<file path="config.mk">
export PLATFORM = sky130hd
export DESIGN_NAME = sseg_disp_arbiter_flat
export DESIGN_NICKNAME = d
export VERILOG_FILES = /design/src/rtl/sseg_disp_arbiter_if.sv /design/src/rtl/sseg_disp_arbiter.sv /design/src/flat_wrapper.sv
export SDC_FILE = /design/constraint.sdc
export NUM_CORES = 1
export LEC_CHECK = 0
export CORE_AREA = 10 10 93 116
export CTS_CLUSTER_DIAMETER = 150
export DETAILED_ROUTE_END_ITERATION = 16
export DIE_AREA = 0 0 103 126
export MAX_ROUTING_LAYER = met4
export PLACE_DENSITY = 0.67
export SLEW_MARGIN = 40
export SYNTH_ARGS = -nofsm -noshare
export SYNTH_HDL_FRONTEND = slang
export SYNTH_SLANG_ARGS = --single-unit
</file>
<file path="constraint.sdc">
create_clock -name i_clk -period 5.2 [get_ports i_clk]
set_input_delay 0.78 -clock i_clk [delete_from_list [all_inputs] [get_ports i_clk]]
set_output_delay 0.78 -clock i_clk [all_outputs]
set_load 0.1 [all_outputs]
</file>
<file path="src/rtl/sseg_disp_arbiter_if.sv">
// Display-sharing bus between the requesters and the seven-segment arbiter.
// The arbiter sits on the slave side; the requester side drives i_req/i_digits_n.
interface sseg_disp_arbiter_if #(
  parameter int N_REQ = 2
);
  logic [N_REQ-1:0]            i_req;
  logic [N_REQ-1:0][3:0][7:0]  i_digits_n;
  logic [N_REQ-1:0]            o_grant;
  logic [3:0][7:0]             o_digits_n;
  logic                        o_busy;

  modport master (output i_req, i_digits_n, input o_grant, o_digits_n, o_busy);
  modport slave  (input i_req, i_digits_n, output o_grant, o_digits_n, o_busy);
endinterface

</file>
<file path="src/rtl/sseg_disp_arbiter.sv">
// Round-robin owner of the 4-digit seven-segment display with a minimum hold
// time and an all-blank gap between owners, so digits never show half-replaced.
module sseg_disp_arbiter #(
  parameter int N_REQ       = 2,
  parameter int TICK_N      = 20,
  parameter int HOLD_TICKS  = 64,
  parameter int BLANK_TICKS = 8
) (
  input  logic               i_clk,
  input  logic               i_reset_n,
  sseg_disp_arbiter_if.slave bus
);
  localparam int PW = $clog2(N_REQ);

  typedef enum logic [1:0] {IDLE, OWN, GAP} state_t;

  state_t             state, state_nx;
  logic [TICK_N-1:0]  presc;
  logic               tick;
  logic [7:0]         hold_cnt, hold_nx, gap_cnt, gap_nx;
  logic [PW-1:0]      last, last_nx;
  logic [N_REQ-1:0]   grant_q, grant_nx, others;
  logic [3:0][7:0]    digits_q, digits_nx;
  logic               pick_vld, repick, repick_show;
  logic [PW-1:0]      pick_idx, cand;

  assign tick           = &presc;
  assign others         = bus.i_req & ~(N_REQ'(1) << last);
  assign bus.o_grant    = grant_q;
  assign bus.o_digits_n = digits_q;
  assign bus.o_busy     = (state != IDLE);

  // Search starts one past the previous owner, so the previous owner is
  // considered last and regains the display only if nobody else asks.
  always_comb begin
    pick_vld = 1'b0;
    pick_idx = '0;
    cand     = last;
    for (int i = 0; i < N_REQ; i++) begin
      cand = (cand == PW'(N_REQ-1)) ? '0 : cand + 1'b1;
      if (!pick_vld && bus.i_req[cand]) begin
        pick_vld = 1'b1;
        pick_idx = cand;
      end
    end
  end

  always_comb begin
    state_nx    = state;
    last_nx     = last;
    hold_nx     = hold_cnt;
    gap_nx      = gap_cnt;
    grant_nx    = '0;
    digits_nx   = '1;
    repick      = 1'b0;
    repick_show = 1'b0;
    case (state)
      IDLE: begin
        repick      = pick_vld;
        repick_show = 1'b1;
      end
      OWN: begin
        if (tick && hold_cnt != 8'(HOLD_TICKS)) hold_nx = hold_cnt + 8'd1;
        // A drop wins over hold expiry; both exit identically anyway.
        if (!bus.i_req[last] || (hold_cnt == 8'(HOLD_TICKS) && |others)) begin
          if (BLANK_TICKS > 0) begin
            state_nx = GAP;
            gap_nx   = '0;
          end else begin
            // Grant withheld one cycle: that cycle is the single blank frame.
            repick = 1'b1;
          end
        end else begin
          grant_nx  = N_REQ'(1) << last;
          digits_nx = bus.i_digits_n[last];
        end
      end
      GAP: begin
        if (gap_cnt == 8'(BLANK_TICKS)) begin
          repick      = 1'b1;
          repick_show = 1'b1;
        end else if (tick) begin
          gap_nx = gap_cnt + 8'd1;
        end
      end
      default: state_nx = IDLE;
    endcase
    if (repick) begin
      if (pick_vld) begin
        state_nx = OWN;
        last_nx  = pick_idx;
        hold_nx  = '0;
        if (repick_show) grant_nx = N_REQ'(1) << pick_idx;
      end else begin
        state_nx = IDLE;
      end
    end
  end

  always_ff @(posedge i_clk or negedge i_reset_n) begin
    if (!i_reset_n) begin
      state    <= IDLE;
      presc    <= '0;
      hold_cnt <= '0;
      gap_cnt  <= '0;
      last     <= PW'(N_REQ-1);
      grant_q  <= '0;
      digits_q <= '1;
    end else begin
      state    <= state_nx;
      presc    <= presc + 1'b1;
      hold_cnt <= hold_nx;
      gap_cnt  <= gap_nx;
      last     <= last_nx;
      grant_q  <= grant_nx;
      digits_q <= digits_nx;
    end
  end
endmodule

</file>
<file path="src/flat_wrapper.sv">
// flat-port wrapper written by rule: the top's interface ports become plain ports
module sseg_disp_arbiter_flat 
#(
  parameter int N_REQ       = 2,
  parameter int TICK_N      = 20,
  parameter int HOLD_TICKS  = 64,
  parameter int BLANK_TICKS = 8
)
  (i_clk, i_reset_n, bus_i_req, bus_i_digits_n, bus_o_grant, bus_o_digits_n, bus_o_busy);
  sseg_disp_arbiter_if #(.N_REQ(N_REQ)) bus_i ();
  input  logic i_clk;
  input  logic i_reset_n;
  input wire logic [$bits(bus_i.i_req)-1:0] bus_i_req;
  input wire logic [$bits(bus_i.i_digits_n)-1:0] bus_i_digits_n;
  output wire logic [$bits(bus_i.o_grant)-1:0] bus_o_grant;
  output wire logic [$bits(bus_i.o_digits_n)-1:0] bus_o_digits_n;
  output wire logic [$bits(bus_i.o_busy)-1:0] bus_o_busy;
  assign bus_i.i_req = bus_i_req;
  assign bus_i.i_digits_n = bus_i_digits_n;
  assign bus_o_grant = bus_i.o_grant;
  assign bus_o_digits_n = bus_i.o_digits_n;
  assign bus_o_busy = bus_i.o_busy;
  sseg_disp_arbiter #(.N_REQ(N_REQ), .TICK_N(TICK_N), .HOLD_TICKS(HOLD_TICKS), .BLANK_TICKS(BLANK_TICKS)) u_core (.i_clk(i_clk), .i_reset_n(i_reset_n), .bus(bus_i));
endmodule
</file>
==> flow_summary_export.csv, run 1 <==
group,metric,value,unit
detailed_routing,top_layer,"met4",
power,power.leakage,1.928,nW
die,rows,38,
layout,synthToLayoutAreaGrowth,33.76,%
worst_setup_path,worstPathArrival,2460,ps
sta,setup_viol,0,
clock_network,post_cts_resized,0,
layout,finish.instance_area,4477,um^2
worst_setup_path,end_kind,"register",
worst_setup_path,reg2reg_to,"u_core.gap_cnt[7]",
layout,num_antenna_cells,0,
die,fp.dieW,103,um
worst_setup_path,crit_fanout,35,
worst_setup_path,crit_type,"in2reg",
detailed_routing,dr_wl_met2,3565,um
logic_synthesis,syn_nets,369,
clock_network,cts_sinks,73,
clock_network,cts-buffers-inserted,9,
detailed_routing,ant_nets,0,
detailed_routing,wl_met1,3403,um
sta,finalHoldViolCount,0,
logic_synthesis,async_flop_share,100.0,%
die,initial_core_util,39.11,%
logic_synthesis,synthesis.area,3347,um^2
sta,rsz0062_at_grt,"false",
global_route,grt_antenna_before_repair,0,
sta,drv_slew,0,
global_route,track_usage,12.64,%
detailed_routing,dr.first_iter.drc_count,91,
die,die-area,12980,um^2
clock_network,cts_hold_buf,0,
power,ir_worst_vdd,198.9,uV
placement,place_hpwl,6133,um
sta,max_freq,447.2,MHz
placement,portBuffers,102,
logic_synthesis,synth_top_flop_cell,"dfrtp_1",
logic_synthesis,synth_edf_count,0,
clock_network,cts_root_buf,"clkbuf_8",
layout,nNetsFinal,474,
logic_synthesis,ys_ff_latch,73,
layout,final_layout_size_suffix_gt1_share,24.20,%
worst_setup_path,worst_setup_path_start_kind,"input port",
global_route,grt_pass1_wl,12520,um
die,die_h,126,um
logic_synthesis,syn-mean-instance-area,11.31,um^2
detailed_routing,drt_pass1_iterations,4,
sta,layout_setup_ws,2964,ps
power,power.density,454.7,nW/um^2
worst_setup_path,reg2reg_slack,3010,ps
global_route,grt_pass1_vias,2676,
clock_network,htreeDepth,3,
clock_network,cts_setup_buffers,0,
run_status,status,"complete, no violations",
sta,finalClockSkew,12.43,ps
clock_network,clk_pin_slew,80,ps
sta,fin_crit_sh,43.00,%
clock_network,max-clock-path-buffers,2,
detailed_routing,vias_per_cell,5.024,
detailed_routing,route.met3.wl,821,um
sta,tightest_slew,614.2,ps
placement,dpl.cell_count,490,
sta,max_slew_margin,59.05,%
global_route,grt-ovfl-total,0,
detailed_routing,route.detailed.drc,0,
placement,place_congestion,0.7681,
layout,finalNonFillerCells,505,
worst_setup_path,rr_startpoint,"u_core.presc[0]",
sta,tns,0,ps
die,ios,103,
detailed_routing,via_count,2537,
die,fp.coreArea,8558,um^2
logic_synthesis,syn_inst,296,
logic_synthesis,ys_types,42,
clock_network,tritoncts,"done",
sta,post-route-min-period,2236,ps
worst_setup_path,worstRegToRegCells,6,
global_route,grt_max_degree,48,
hold_path,min_path_type,"in2async",
logic_synthesis,ys_seq_area_share,55.81,%
run,cap_violations,0,
worst_setup_path,crit_required,5420,ps
detailed_routing,wl,7864,um
detailed_routing,post_drt_wl_per_cell,15.57,um
placement,dpl_cell_area,4289,um^2
layout,post-route-util,52.31,%
clock_network,insertion_delay,350,ps
logic_synthesis,synth_warnings,0,
placement,post-place-ws,2604,ps
[placed cells by master (no fill, tap or decap), types with 3 or more instances in the layout]
cell type,instances
buf_2,35
nand4_1,9
nor3_1,3
nor4_1,3
mux2i_1,33
inv_1,9
nor2_1,12
dfrtp_1,40
o21ai_0,7
a21oi_1,9
xnor2_1,15
clkdlybuf4s50_1,66
ha_1,5
or2_2,3
xor2_1,10
nand2_1,44
and3_1,4
dfstp_2,32
nand3_1,16
or3_1,7
clkbuf_8,10
buf_4,3
[per-layer routing]
layer | track usage [%] | up-vias
met5 | - | -
met1 | 14.55 | 1199
met3 | 7.659 | 9
met4 | 3.938 | 0
li1 | - | 1235
met2 | 17.87 | 94
[cell usage after synthesis, types with 2 or more instances]
cell | number | area (um^2)
nand2_1 | 44 | 165.2
dfrtp_1 | 40 | 1001
dfstp_2 | 33 | 867.1
mux2i_1 | 33 | 330.3
nand3_1 | 16 | 80.08
xnor2_1 | 15 | 131.4
nor2_1 | 13 | 48.80
xor2_1 | 10 | 87.58
a21oi_1 | 9 | 45.04
inv_1 | 9 | 33.78
nand4_1 | 9 | 56.30
clkbuf_1 | 7 | 26.28
o21ai_0 | 7 | 35.03
or3_1 | 7 | 43.79
ha_1 | 5 | 62.56
and3_1 | 4 | 25.02
nor3_1 | 3 | 15.01
nor4_1 | 3 | 18.77
or2_2 | 3 | 18.77
a32o_1 | 2 | 20.02
and2_1 | 2 | 12.51
nand2b_1 | 2 | 12.51
[worst max path at each step]
stage | startpoint | depth (start not counted) | slack [ps] | to
floorplan | u_core.presc[0] | 7 | 3330 | u_core.gap_cnt[6]
global placement | bus_i_req[1] | 5 | 2640 | u_core.gap_cnt[0]
detailed placement | bus_i_req[1] | 5 | 2600 | u_core.gap_cnt[0]
CTS | bus_i_req[1] | 5 | 2970 | u_core.gap_cnt[0]
global route | u_core.gap_cnt[0] | 7 | 2850 | u_core.hold_cnt[1]
finish | bus_i_req[1] | 6 | 2960 | u_core.state[0]
[power by group]
part           switching, mW  leakage [nW]  total (mW)  internal [mW]
combinational          0.648         0.940       0.856          0.209
sequential            0.0857         0.888       0.765          0.679
clock                  0.202         0.101       0.414          0.212
[kinds of logic (layout without fill, tap and decap cells)]
kind of cell,after synthesis,in the layout,share of synthesized area [%]
AND/OR/NAND/NOR,117,117,18.84
flip-flops,73,73,55.81
multiplexers,33,33,9.869
XOR/XNOR,25,25,6.542
AO/OA/AOI/OAI,24,24,4.636
buffers and inverters,19,128,2.430
adder cells (fa/ha/maj),5,5,1.869
[metrics by stage]
step	hold slack, ps	total power, mW
3_3_place_gp	454.3	1.700
3_5_place_dp	456.0	1.641
2_1_floorplan	436.6	1.461
4_1_cts	440.3	2.059
5_1_grt	462.3	2.133
6_report	432.0	2.036
[critical path, cell delays in order]
cell,delay (ps)
clkdlybuf4s50_1,610
a41oi_1,200
a31oi_1,250
nor2_2,50
buf_4,240
or2_2,330
[state kept, by name, summed over array words and instances, names as in the netlist]
| register | cells |
|---|---|
| u_core.bus.o_digits_n | 32 |
| u_core.hold_cnt | 8 |
| u_core.last | 1 |
| u_core.bus.o_grant | 2 |
| u_core.gap_cnt | 8 |
| u_core.presc | 20 |
| u_core.state | 2 |
[area by class of cell]
| class | instances | area (um^2) |
|---|---|---|
| Fill cell | 816 | 4081 |
| Sequential cell | 73 | 1872 |
| Multi-Input combinational cell | 204 | 1400 |
| Timing Repair Buffer | 104 | 858.3 |
| Clock buffer | 11 | 162.7 |
| Tap cell | 100 | 125.1 |
| Inverter | 9 | 33.78 |
| Clock inverter | 4 | 25.02 |
No activity file was read; power rests on OpenSTA's default activity.
==> inputs of run 2 (changes only) <==
--- a/config.mk
+++ b/config.mk
@@ -10,7 +10,7 @@
 export DETAILED_ROUTE_END_ITERATION = 16
 export DIE_AREA = 0 0 103 126
 export MAX_ROUTING_LAYER = met4
-export PLACE_DENSITY = 0.67
+export PLACE_DENSITY = 0.7
 export SLEW_MARGIN = 40
 export SYNTH_ARGS = -nofsm -noshare
 export SYNTH_HDL_FRONTEND = slang
==> constraint.sdc (replaced) <==
create_clock -name i_clk -period 1.85 [get_ports i_clk]
set_input_delay 0.2775 -clock i_clk [delete_from_list [all_inputs] [get_ports i_clk]]
set_output_delay 0.2775 -clock i_clk [all_outputs]
set_load 0.1 [all_outputs]
==> run 2 against run 1 <==
Effect of this change:
- cell area rose by 18%
- sequential cell count unchanged
- largest cell class unchanged
- total power rose to 3.2 times the previous value
- combinational power increased to 3.8 times the previous value
- critical path type is now reg2reg
- clock power rose to 2.7 times the previous value
- critical endpoint is now u_core.hold_cnt[7]
==> flow_summary_export.csv, run 2 (synthesis results as in run 1) <==
group,metric,value,unit
detailed_routing,route.detailed.drc,0,
worst_setup_path,critical-path-top-delay-family,"simple AND/OR/NAND/NOR gates",
clock_network,cts_root_buf,"clkbuf_8",
die,fp.dieW,103,um
detailed_routing,vias_per_cell,4.934,
global_route,track_usage,14.19,%
sta,post-route-min-period,1796,ps
sta,setup_viol,0,
power,ir_worst_vdd,712.6,uV
die,ios,103,
run_status,status,"complete, no violations",
clock_network,max-clock-path-buffers,2,
global_route,grt_antenna_before_repair,0,
sta,max_freq,556.8,MHz
global_route,grt_pass1_wl,13860,um
sta,fin_crit_sh,97.08,%
detailed_routing,via_count,2630,
worst_setup_path,crit_type,"reg2reg",
detailed_routing,drt_pass1_iterations,4,
sta,drv_slew,0,
sta,finalHoldViolCount,0,
detailed_routing,wl,8503,um
global_route,grt_pass1_vias,2854,
worst_setup_path,crit_fanout,3,
layout,num_antenna_cells,0,
placement,dpl.cell_count,511,
layout,final_layout_size_suffix_gt1_share,30.02,%
layout,most-common-layout-cells,"66 x clkdlybuf4s50_1, 44 x nand2_1, 40 x dfrtp_1",
worst_setup_path,end_kind,"register",
sta,whs,471.9,ps
layout,layout_commonest_cell,"clkdlybuf4s50_1",
clock_network,insertion_delay,340,ps
worst_setup_path,worstPathArrival,2020,ps
run,cap_violations,0,
power,power,6.462,mW
worst_setup_path,path_buf_inv,0,
global_route,grt_max_degree,74,
sta,max_slew_margin,73.51,%
placement,place_hpwl,6638,um
worst_setup_path,crit_slowest_cell,"or3_1",
layout,largest_reg_flops,32,
die,initial_core_util,39.11,%
power,power.density,1226,nW/um^2
sta,layout_setup_ws,54.01,ps
detailed_routing,ant_nets,0,
detailed_routing,post_drt_wl_per_cell,15.95,um
die,rows,38,
sta,tightest_slew,394.3,ps
global_route,grt-ovfl-total,0,
placement,portBuffers,102,
layout,synthToLayoutAreaGrowth,57.46,%
clock_network,cts-buffers-inserted,9,
placement,post-place-ws,-15.58,ps
die,die_h,126,um
detailed_routing,dr.first_iter.drc_count,72,
clock_network,clk_pin_slew,70,ps
clock_network,cts_sinks,73,
worst_setup_path,worst_setup_path_start_kind,"register",
placement,place_congestion,0.7806,
worst_setup_path,slowest_delay,430,ps
layout,nNetsFinal,501,
worst_setup_path,crit_required,2070,ps
power,power.leakage,2.312,nW
worst_setup_path,crit_chain,"ha_4 > nand4_4 > or3_1 > nor4_2 > xnor2_1 > nor2_1",
layout,finalNonFillerCells,533,
die,fp.coreArea,8558,um^2
clock_network,tritoncts,"done",
hold_path,min_path_type,"reg2reg",
sta,finalClockSkew,6.495,ps
die,die-area,12980,um^2
layout,post-route-util,61.58,%
clock_network,htreeDepth,3,
run 2: per-stage QoR:
step | cell area [um^2] | TNS, ps
after floorplan | 3368 | 0
after global placement | 5000 | 0
after detailed placement | 5000 | -15.58
after CTS | 5191 | 0
after global routing | 5270 | -3.794
final | 5270 | 0
run 2: final timing paths:
check / from / to / slack, ps / cells after the start
setup / recovery: u_core.presc[1] / u_core.hold_cnt[7] / 50 / 6
hold / removal: u_core.presc[18] / u_core.presc[18] / 470 / 1
setup reg to reg: u_core.presc[1] / u_core.hold_cnt[7] / 50 / 6
hold reg to reg: u_core.presc[18] / u_core.presc[18] / 470 / 1
max in group asynchronous: i_reset_n / u_core.bus.o_digits_n[28] / 1020 / 3
min in group asynchronous: i_reset_n / u_core.bus.o_grant[0] / 480 / 3
run 2: cell type report:
class / count / area [um^2]
Clock buffer: 13 / 160.2
Clock inverter: 3 / 15.01
Fill cell: 668 / 3288
Inverter: 9 / 33.78
Multi-Input combinational cell: 205 / 1464
Sequential cell: 73 / 1868
Tap cell: 100 / 125.1
Timing Repair Buffer: 130 / 1604
run 2: what timing repair did:
action / 4_1_cts / 5_1_grt
setup buffers: 0 / 4
hold buffers: 1 / 0
endpoints found under the setup margin: 1 / 19
resized for setup: 1 / 7
cloned: 0 / 1
hold endpoints to repair: 40 / 0
pin swaps: 0 / 7
run 2: where the power goes:
group	switching (mW)	internal, mW
sequential	0.179	1.91
clock	0.546	0.564
combinational	2.03	1.23
total	2.75	3.71
run 2: per-layer routing:
metal / vias up / share of wire [%] / global-route usage (%)
li1: 1285 / - / -
met1: 1235 / 38 / 14.95
met2: 104 / 49 / 21.23
met3: 6 / 11 / 8.643
met4: 0 / 0.96 / 5.168
met5: - / 0 / -
